<file path="src/rtl/sd_host_pkg.sv">
`default_nettype none
// +----------------------------------------------------------------------------+
// | sd_host_pkg: shared SD host types and constants (clock FSM, divisor limits) |
// | Revision: 1.0                                                              |
// +----------------------------------------------------------------------------+
package sd_host_pkg;

  typedef enum logic [1:0] {
    ST_IDLE = 2'd0,
    ST_HIGH = 2'd1,
    ST_LOW  = 2'd2
  } sd_clk_state_t;

  localparam int SD_SYS_CLK_HZ = 50_000_000;
  localparam int SD_IDENT_DIV  = 125;
  localparam int SD_MIN_DIV    = 2;

  function automatic logic [15:0] sd_clamp_div(input logic [15:0] div,
                                               input logic [15:0] min_div);
    return (div < min_div) ? min_div : div;
  endfunction

endpackage
`default_nettype wire

</file>
<file path="src/rtl/sd_clk_phase_split.sv">
`default_nettype none
// +----------------------------------------------------------------------------+
// | sd_clk_phase_split: clamps a divisor and splits it into high/low lengths   |
// | Revision: 1.0                                                              |
// +----------------------------------------------------------------------------+
module sd_clk_phase_split
  import sd_host_pkg::*;
#(
  parameter int MIN_DIV = SD_MIN_DIV
) (
  input  logic [15:0] i_div,
  output logic [15:0] o_hi_len,
  output logic [15:0] o_lo_len
);

  localparam logic [15:0] C_MIN_DIV = 16'(MIN_DIV);

  logic [15:0] w_div;

  // Odd divisors put the extra cycle in the low phase.
  always_comb begin
    w_div    = sd_clamp_div(i_div, C_MIN_DIV);
    o_hi_len = {1'b0, w_div[15:1]};
    o_lo_len = w_div - o_hi_len;
  end

endmodule
`default_nettype wire

</file>
<file path="src/rtl/sd_clk_gen.sv">
`default_nettype none
// +----------------------------------------------------------------------------+
// | sd_clk_gen: glitch-free SD bus clock with rise/fall strobes.               |
// | Optional SD_CLK_IDENT_FORCE_EN adds ident_mode forcing DEFAULT_DIV.        |
// | Revision: 1.0                                                              |
// +----------------------------------------------------------------------------+
module sd_clk_gen
  import sd_host_pkg::*;
#(
  parameter int DEFAULT_DIV = SD_IDENT_DIV,
  parameter int MIN_DIV     = SD_MIN_DIV
) (
  input  logic        clk,
  input  logic        reset,
  input  logic [15:0] div_count,
  input  logic        div_ok,
  input  logic        div_err,
  input  logic        clk_en,
`ifdef SD_CLK_IDENT_FORCE_EN
  input  logic        ident_mode,
`endif
  output logic        sd_clk,
  output logic        sd_clk_rise,
  output logic        sd_clk_fall,
  output logic        running,
  output logic        div_fault
);

  localparam logic [15:0] C_DEFAULT_DIV = 16'(DEFAULT_DIV);

  sd_clk_state_t r_state, w_state_nxt;
  logic [15:0]   r_cnt, w_cnt_nxt;
  logic [15:0]   r_cur_div, r_pend_div;
  logic          r_pend_vld;
  logic          r_fault;
  logic          r_sd_clk, r_rise, r_fall, r_running;

  logic          w_at_apply, w_apply, w_pend_clr;
  logic [15:0]   w_apply_div, w_eff_div, w_hi_len, w_lo_len;

  // Divisor changes only land in IDLE or on the final LOW cycle.
  assign w_at_apply = (r_state == ST_IDLE) || ((r_state == ST_LOW) && (r_cnt == 16'd0));

`ifdef SD_CLK_IDENT_FORCE_EN
  assign w_apply     = w_at_apply && (ident_mode || r_pend_vld);
  assign w_apply_div = ident_mode ? C_DEFAULT_DIV : r_pend_div;
  assign w_pend_clr  = w_apply && !ident_mode;
`else
  assign w_apply     = w_at_apply && r_pend_vld;
  assign w_apply_div = r_pend_div;
  assign w_pend_clr  = w_apply;
`endif

  assign w_eff_div = w_apply ? w_apply_div : r_cur_div;

  sd_clk_phase_split #(
    .MIN_DIV (MIN_DIV)
  ) u_split (
    .i_div    (w_eff_div),
    .o_hi_len (w_hi_len),
    .o_lo_len (w_lo_len)
  );

  always_comb begin
    w_state_nxt = r_state;
    w_cnt_nxt   = r_cnt;
    case (r_state)
      ST_IDLE: begin
        w_cnt_nxt = 16'd0;
        if (clk_en) begin
          w_state_nxt = ST_HIGH;
          w_cnt_nxt   = w_hi_len - 16'd1;
        end
      end
      ST_HIGH: begin
        if (r_cnt == 16'd0) begin
          w_state_nxt = ST_LOW;
          w_cnt_nxt   = w_lo_len - 16'd1;
        end else begin
          w_cnt_nxt = r_cnt - 16'd1;
        end
      end
      ST_LOW: begin
        if (r_cnt == 16'd0) begin
          if (clk_en) begin
            w_state_nxt = ST_HIGH;
            w_cnt_nxt   = w_hi_len - 16'd1;
          end else begin
            w_state_nxt = ST_IDLE;
            w_cnt_nxt   = 16'd0;
          end
        end else begin
          w_cnt_nxt = r_cnt - 16'd1;
        end
      end
      default: begin
        w_state_nxt = ST_IDLE;
        w_cnt_nxt   = 16'd0;
      end
    endcase
  end

  always_ff @(posedge clk) begin
    if (!reset) begin
      r_state    <= ST_IDLE;
      r_cnt      <= 16'd0;
      r_cur_div  <= C_DEFAULT_DIV;
      r_pend_div <= C_DEFAULT_DIV;
      r_pend_vld <= 1'b0;
      r_fault    <= 1'b0;
      r_sd_clk   <= 1'b0;
      r_rise     <= 1'b0;
      r_fall     <= 1'b0;
      r_running  <= 1'b0;
    end else begin
      r_state <= w_state_nxt;
      r_cnt   <= w_cnt_nxt;
      if (w_apply) begin
        r_cur_div <= w_apply_div;
      end
      if (w_pend_clr) begin
        r_pend_vld <= 1'b0;
      end
      // A fresh load in the apply cycle must survive the clear above.
      if (div_err) begin
        r_fault <= 1'b1;
      end else if (div_ok) begin
        r_pend_div <= div_count;
        r_pend_vld <= 1'b1;
        r_fault    <= 1'b0;
      end
      r_sd_clk  <= (w_state_nxt == ST_HIGH);
      r_rise    <= (w_state_nxt == ST_HIGH) && (r_state != ST_HIGH);
      r_fall    <= (w_state_nxt == ST_LOW) && (r_state == ST_HIGH);
      r_running <= (w_state_nxt != ST_IDLE);
    end
  end

  assign sd_clk      = r_sd_clk;
  assign sd_clk_rise = r_rise;
  assign sd_clk_fall = r_fall;
  assign running     = r_running;
  assign div_fault   = r_fault;

endmodule
`default_nettype wire

</file>
<file path="config.mk">
export PLATFORM = sky130hd
export DESIGN_NAME = sd_clk_gen
export DESIGN_NICKNAME = d
export VERILOG_FILES = /design/src/rtl/sd_host_pkg.sv /design/src/rtl/sd_clk_phase_split.sv /design/src/rtl/sd_clk_gen.sv
export SDC_FILE = /design/constraint.sdc
export NUM_CORES = 1
export LEC_CHECK = 0
export CAP_MARGIN = 30
export CORE_UTILIZATION = 50
export DETAILED_ROUTE_END_ITERATION = 16
export PLACE_DENSITY = 0.7
export SLEW_MARGIN = 15
export SYNTH_ARGS = -nofsm -noshare
export SYNTH_HDL_FRONTEND = slang
export SYNTH_SLANG_ARGS = --single-unit
</file>
<file path="constraint.sdc">
create_clock -name clk -period 5.9 [get_ports clk]
set_clock_uncertainty 0.15 [all_clocks]
set_input_delay 0.885 -clock clk [delete_from_list [all_inputs] [get_ports clk]]
set_output_delay 0.885 -clock clk [all_outputs]
set_load 0.005 [all_outputs]
</file>
; ---- Word level (Yosys, flattened, before mapping)
; Index checks and enable logic that the tools add are counted.
[word_totals]
output_inout_bits = 5
inputBits = 21
word_cells = 47
ff_bits = 56
[op_classes]
n_addsub = 4
muxes = 16
n_reduce_logical = 10
bitwise = 1
n_eq_ne = 5
magnitude_cmp = 1
[ops]
columns = operator, count
row1 = $mux W16, 5
row2 = $pmux W16 S3, 1
row3 = $sub A16 B1 Y16 const B, 2
row4 = $logic_not A16 Y1, 1
row5 = $lt A16 B2 Y1 const B, 1
row6 = $sub A15 B1 Y16 const B, 1
row7 = $sub A16 B15 Y16, 1
row8 = $mux W1, 6
row9 = $mux W2, 3
row10 = $pmux W2 S3, 1
row11 = $eq A2 B1 Y1 const B, 2
row12 = $eq A2 B2 Y1 const B, 2
row13 = $logic_and A1 B1 Y1, 4
row14 = $reduce_bool A2 Y1, 2
row15 = $logic_not A2 Y1, 1
row16 = $ne A2 B1 Y1 const B, 1
row17 = $reduce_and A2 Y1, 1
row18 = $logic_or A1 B1 Y1, 1
row19 = $not A1 Y1, 1

; ---- Depth between registers and ports, before layout
[depth]
ltp_word = 11
depth_mapped = 24
ltp_nobuf = 23

; ---- Hierarchy
; From an unflattened synthesis, not the netlist that was laid out.
[hier_totals]
cells_unflattened = 546
area_unflattened_um2 = 4346.7
[by_module_without_submodules]
columns = module, n_inst, cells_per_inst, seq_area_each_um2, area_per_inst_um2
row1 = sd_clk_gen, 1, 398, 1121.1, 3362.0
row2 = sd_clk_phase_split, 1, 148, 0.0, 984.7

; ---- Worst setup path before layout
; Ideal clock, no wire load.
[synth_timing]
kind = flip-flop to flip-flop
start = register r_cnt[0]
end = register r_cnt[15]
arrival_time_ns = 4.995
path_buffers = 1
synth_period_minus_slack_ns = 5.203
setup_ns = 0.058
required_ns = 5.692
path_stages_with_launch = 23
setup_slack_ns = 0.697
cell_sequence = dfxtp_1 inv_1 ha_1 nor4b_4 a41o_2 nand2b_1 buf_2 mux2i_2 ha_1 nor4b_1 and4_2 or4_4 and2_2 inv_1 ha_1 nand2b_1 a221oi_1 o2111ai_1 a211oi_1 a2111oi_0 o41ai_1 mux2_2 nand2_1
[synth_between]
elab_chain_len = 11
word_cells_on_any_way = 15
cone_classes = add/sub: 4 / order compare: 1 / mux: 6 / reduce/logical: 4
[synth_rtl]
columns = element, line_no
row1 = start: declaration, sd_clk_gen.sv:32  ; logic [15:0] r_cnt, w_cnt_nxt;
row2 = start signal: assignment, sd_clk_gen.sv:117  ; r_cnt <= w_cnt_nxt;
row3 = $logic_not A16 Y1, "sd_clk_gen.sv:42, sd_clk_gen.sv:76, sd_clk_gen.sv:84"
row4 = $logic_and A1 B1 Y1, sd_clk_gen.sv:42  ; assign w_at_apply = (r_state == ST_IDLE) || ((r_state == ST_LOW) && (r_cnt == 16'd0));
row5 = $logic_or A1 B1 Y1, sd_clk_gen.sv:42
row6 = $logic_and A1 B1 Y1, sd_clk_gen.sv:49  ; assign w_apply = w_at_apply && r_pend_vld;
row7 = $mux W16, n/a
row8 = $lt A16 B2 Y1, sd_host_pkg.sv:20  ; return (div < min_div) ? min_div : div;
row9 = $mux W16, sd_host_pkg.sv:20
row10 = $sub A16 B15 Y16 or $sub A15 B1 Y16 (tied branches), "sd_clk_phase_split.sv:24, sd_clk_gen.sv:72, sd_clk_gen.sv:87"
row11 = $sub A16 B1 Y16 or $mux W16 (tied branches), "sd_clk_gen.sv:78, sd_clk_gen.sv:70, sd_clk_gen.sv:85"
row12 = "$mux W16, on equally long branches", "sd_clk_gen.sv:76, sd_clk_gen.sv:84"
row13 = $pmux W16 S3 (*), sd_clk_gen.sv:67  ; case (r_state)
; Every way passes the cells marked *; elsewhere a longest branch is shown, timed or not.
; A chain may end at the register's enable or synchronous reset.

; ---- Worst setup path after layout
[layout_timing]
start = register r_cnt[0]
end = register r_cnt[14]
; The elaborated chain is that of the path after synthesis.

==> flow_summary.ini <==
[outcome]
status = finished, final reports clean

[critical_path]
endpoint = r_cnt[14]
reg2regPathDepth = 23
critPathCaptureType = register
cp_max_fo = 5
r2r_setup_slack_ns = 0.42
crit_chain = inv_1, ha_1, nor4b_4, a41o_2, nand2b_1, mux2i_2, ha_1, nor4b_1, and4_2, or4_4, and2_2, inv_1, ha_1, inv_1, fa_1, o21ba_2, o2111ai_1, a31oi_1, o21bai_1, a221o_1, a221oi_1, xnor2_1, o32ai_1
critical_path_required_ns = 5.97
max_stage_delay_ns = 0.43
start_kind = register
critPathLaunch = r_cnt[0]
crit_slowest_cell = or4_4
worst-setup-path-type = reg -> reg
r2r_start = r_cnt[0]
crit_arrival_ns = 5.54
regToRegEndpoint = r_cnt[14]

[die]
ios = 26
die_x_um = 92.3
fp.coreArea_um2 = 7810
dieArea_um2 = 8520
start_util = 0.522
fp.dieH_um = 92.3
row_count = 32

[global_route]
grt_pass1_vias = 3433
overflow = 0
grt_max_degree = 23
grt_use_total = 0.242
grt_pass1_wl_um = 16400
antenna_found_initial = 0

[timing]
whs_ns = 0.330
relSlewSlack = 0.472
rsz0062_at_grt = no
hold_violations = 0
setup_viol = 0
finalSetupTns_ns = 0
max_freq_ghz = 0.183
slew_violations = 0
period_minus_slack_ns = 5.48
worstMarginPinSlew_ns = 0.770
fin_crit_sh = 0.928

[synth]
ys_seq_area_frac = 0.275
ys_types = 68
syn_nets = 568
synth_edf_count = 0
synth_warnings = 0
synth_ff_type = dfxtp_1
syn_area_per_cell_um2 = 8.06
synth_cells = 506
async_flop_share = 0
synth-seq-cells = 56
netlist_area_um2 = 4080

[flow_run]
max_cap_viol_count = 0

[routing]
viasPerCell = 5.61
firstDrtPassIters = 5
post-route-drc-count = 0
dr_total_vias = 3602
drt_iter0_drc = 263
ant_nets = 0
drt_wl_total_um = 9730
wl_per_cell_um = 15.1

[final_layout]
fillers = 718
mostFrequentLayoutCell = nand2_1
final_area_um2 = 4620
syn_to_final_growth_pct = 13.4
final_util = 0.592
fin_nets = 601
final_cell_mix = 64 x nand2_1, 56 x dfxtp_1, 50 x nor2_1, 40 x ha_1, 39 x a21oi_1
drive_gt1_frac = 0.0907
antenna_cells = 0

[placement]
port_buffers = 25
place_area_um2 = 4480
place_hpwl_um = 7670
place.gp.congestion = 0.831

[cts]
clkLatencyLatePin_ns = 0.32
clock-sinks = 56
cts_buffer_depth = 2
cts-htree-levels = 2
cts_tree = done
path_clk_slew_ns = 0.11
numCtsBuffers = 5
root_buffer = clkbuf_8

[power]
p_leak_nw = 2.01
p_per_area_nw_per_um2 = 275
power_mw = 1.27
irDropWorstVdd_v = 0.000126

[hold_path]
hold_path_class = reg -> reg
-- power by group --
group	total, mW	switching [mW]	internal [mW]
clock	0.217	0.132	0.0844
sequential	0.457	0.0414	0.416
combinational	0.600	0.344	0.256
total	1.27	0.518	0.756
-- synthesized netlist by cell type, types with 3 or more instances --
master / count / area (µm²)
nor2b_1: 5 / 31.3
a21oi_1: 39 / 195
dfxtp_1: 56 / 1120
xnor2_1: 23 / 201
inv_1: 38 / 143
ha_1: 40 / 500
a221oi_1: 4 / 35.0
nor2_1: 50 / 188
o2111ai_1: 4 / 35.0
nor4_1: 6 / 37.5
a211oi_1: 10 / 75.1
nand2_1: 64 / 240
xor2_1: 11 / 96.3
nand3_1: 11 / 55.1
a31oi_1: 5 / 31.3
clkbuf_1: 12 / 45.0
nor3_1: 10 / 50.1
o21ai_0: 16 / 80.1
mux2i_1: 17 / 170
nand2b_1: 10 / 62.6
nor4b_1: 3 / 26.3
or3_1: 5 / 31.3
o21bai_1: 4 / 30.0
o22ai_1: 3 / 18.8
o211ai_1: 5 / 37.5
nand4_1: 3 / 18.8
-- through the flow --
stage / setup slack [ns] / std cells
after floorplan: 0.697 / 506
final: 0.424 / 642
after global placement: 0.341 / 628
after detailed placement: 0.131 / 629
after global routing: 0.0207 / 642
after CTS: 0.0717 / 637
-- logic make-up (layout without fill, tap and decap cells) --
| kind of cell | after synthesis | count (layout) | share of synthesized area |
|---|---|---|---|
| xor gates and xnor gates | 34 | 34 | 0.0730 |
| adders and majority gates | 41 | 41 | 0.128 |
| AOI/OAI and AO/OA | 110 | 110 | 0.184 |
| muxes | 20 | 20 | 0.0506 |
| DFF | 56 | 56 | 0.275 |
| and+or+nand+nor | 190 | 190 | 0.237 |
| buffers and inverters | 55 | 89 | 0.0528 |
-- worst min-delay path by stage --
stage | start | end | slack (ns) | cells past startpoint
6_report | r_pend_div[11] | r_pend_div[11] | 0.33 | 2
5_1_grt | r_pend_div[0] | r_pend_div[0] | 0.36 | 2
2_1_floorplan | r_pend_div[14] | r_pend_div[14] | 0.29 | 2
3_3_place_gp | r_pend_div[14] | r_pend_div[14] | 0.31 | 2
4_1_cts | r_pend_div[14] | r_pend_div[14] | 0.33 | 2
3_5_place_dp | r_pend_div[14] | r_pend_div[14] | 0.32 | 2
-- state kept, by name, indices dropped and copies added (netlist names) --
register and cells:
div_fault 1, r_cnt 16, r_cur_div 16, r_pend_div 16, r_pend_vld 1, r_state 2
running 1, sd_clk 1, sd_clk_fall 1, sd_clk_rise 1
-- routing by layer --
metal / up-vias / share of wire / wire (µm) / global-route usage
met2: 124 / 0.46 / 4500 / 0.403
li1: 1834 / - / - / -
met3: 19 / 0.045 / 440 / 0.0320
met1: 1625 / 0.47 / 4560 / 0.320
met5: - / 0 / 0 / 0
met4: 0 / 0.023 / 225 / 0.0872
-- final cells by class --
class	count	area, µm²	area share
Sequential cell	56	1120	0.242
Inverter	38	143	0.0308
Tap cell	102	128	0.0276
Timing Repair Buffer	43	389	0.0841
Clock buffer	5	68.8	0.0149
Multi-Input combinational cell	395	2750	0.595
Clock inverter	3	23.8	0.00514
-- timing repair --
item | CTS | global route
endpoints found under the setup margin | 0 | 3
setup buffers | 0 | 3
hold buffers | 0 | 0
resized for setup | 0 | 2
-- worst max-delay path: cells and delay by family, from the launching register on --
kind	cells	cell delay, ns
simple gates	6	1.45
buf+inv	3	0.32
xor+xnor	1	0.15
fa+ha+maj	4	1.00
compound gates	8	1.75
flops	1	0.36
mux	1	0.19
Power figures use the tool's default switching activity.
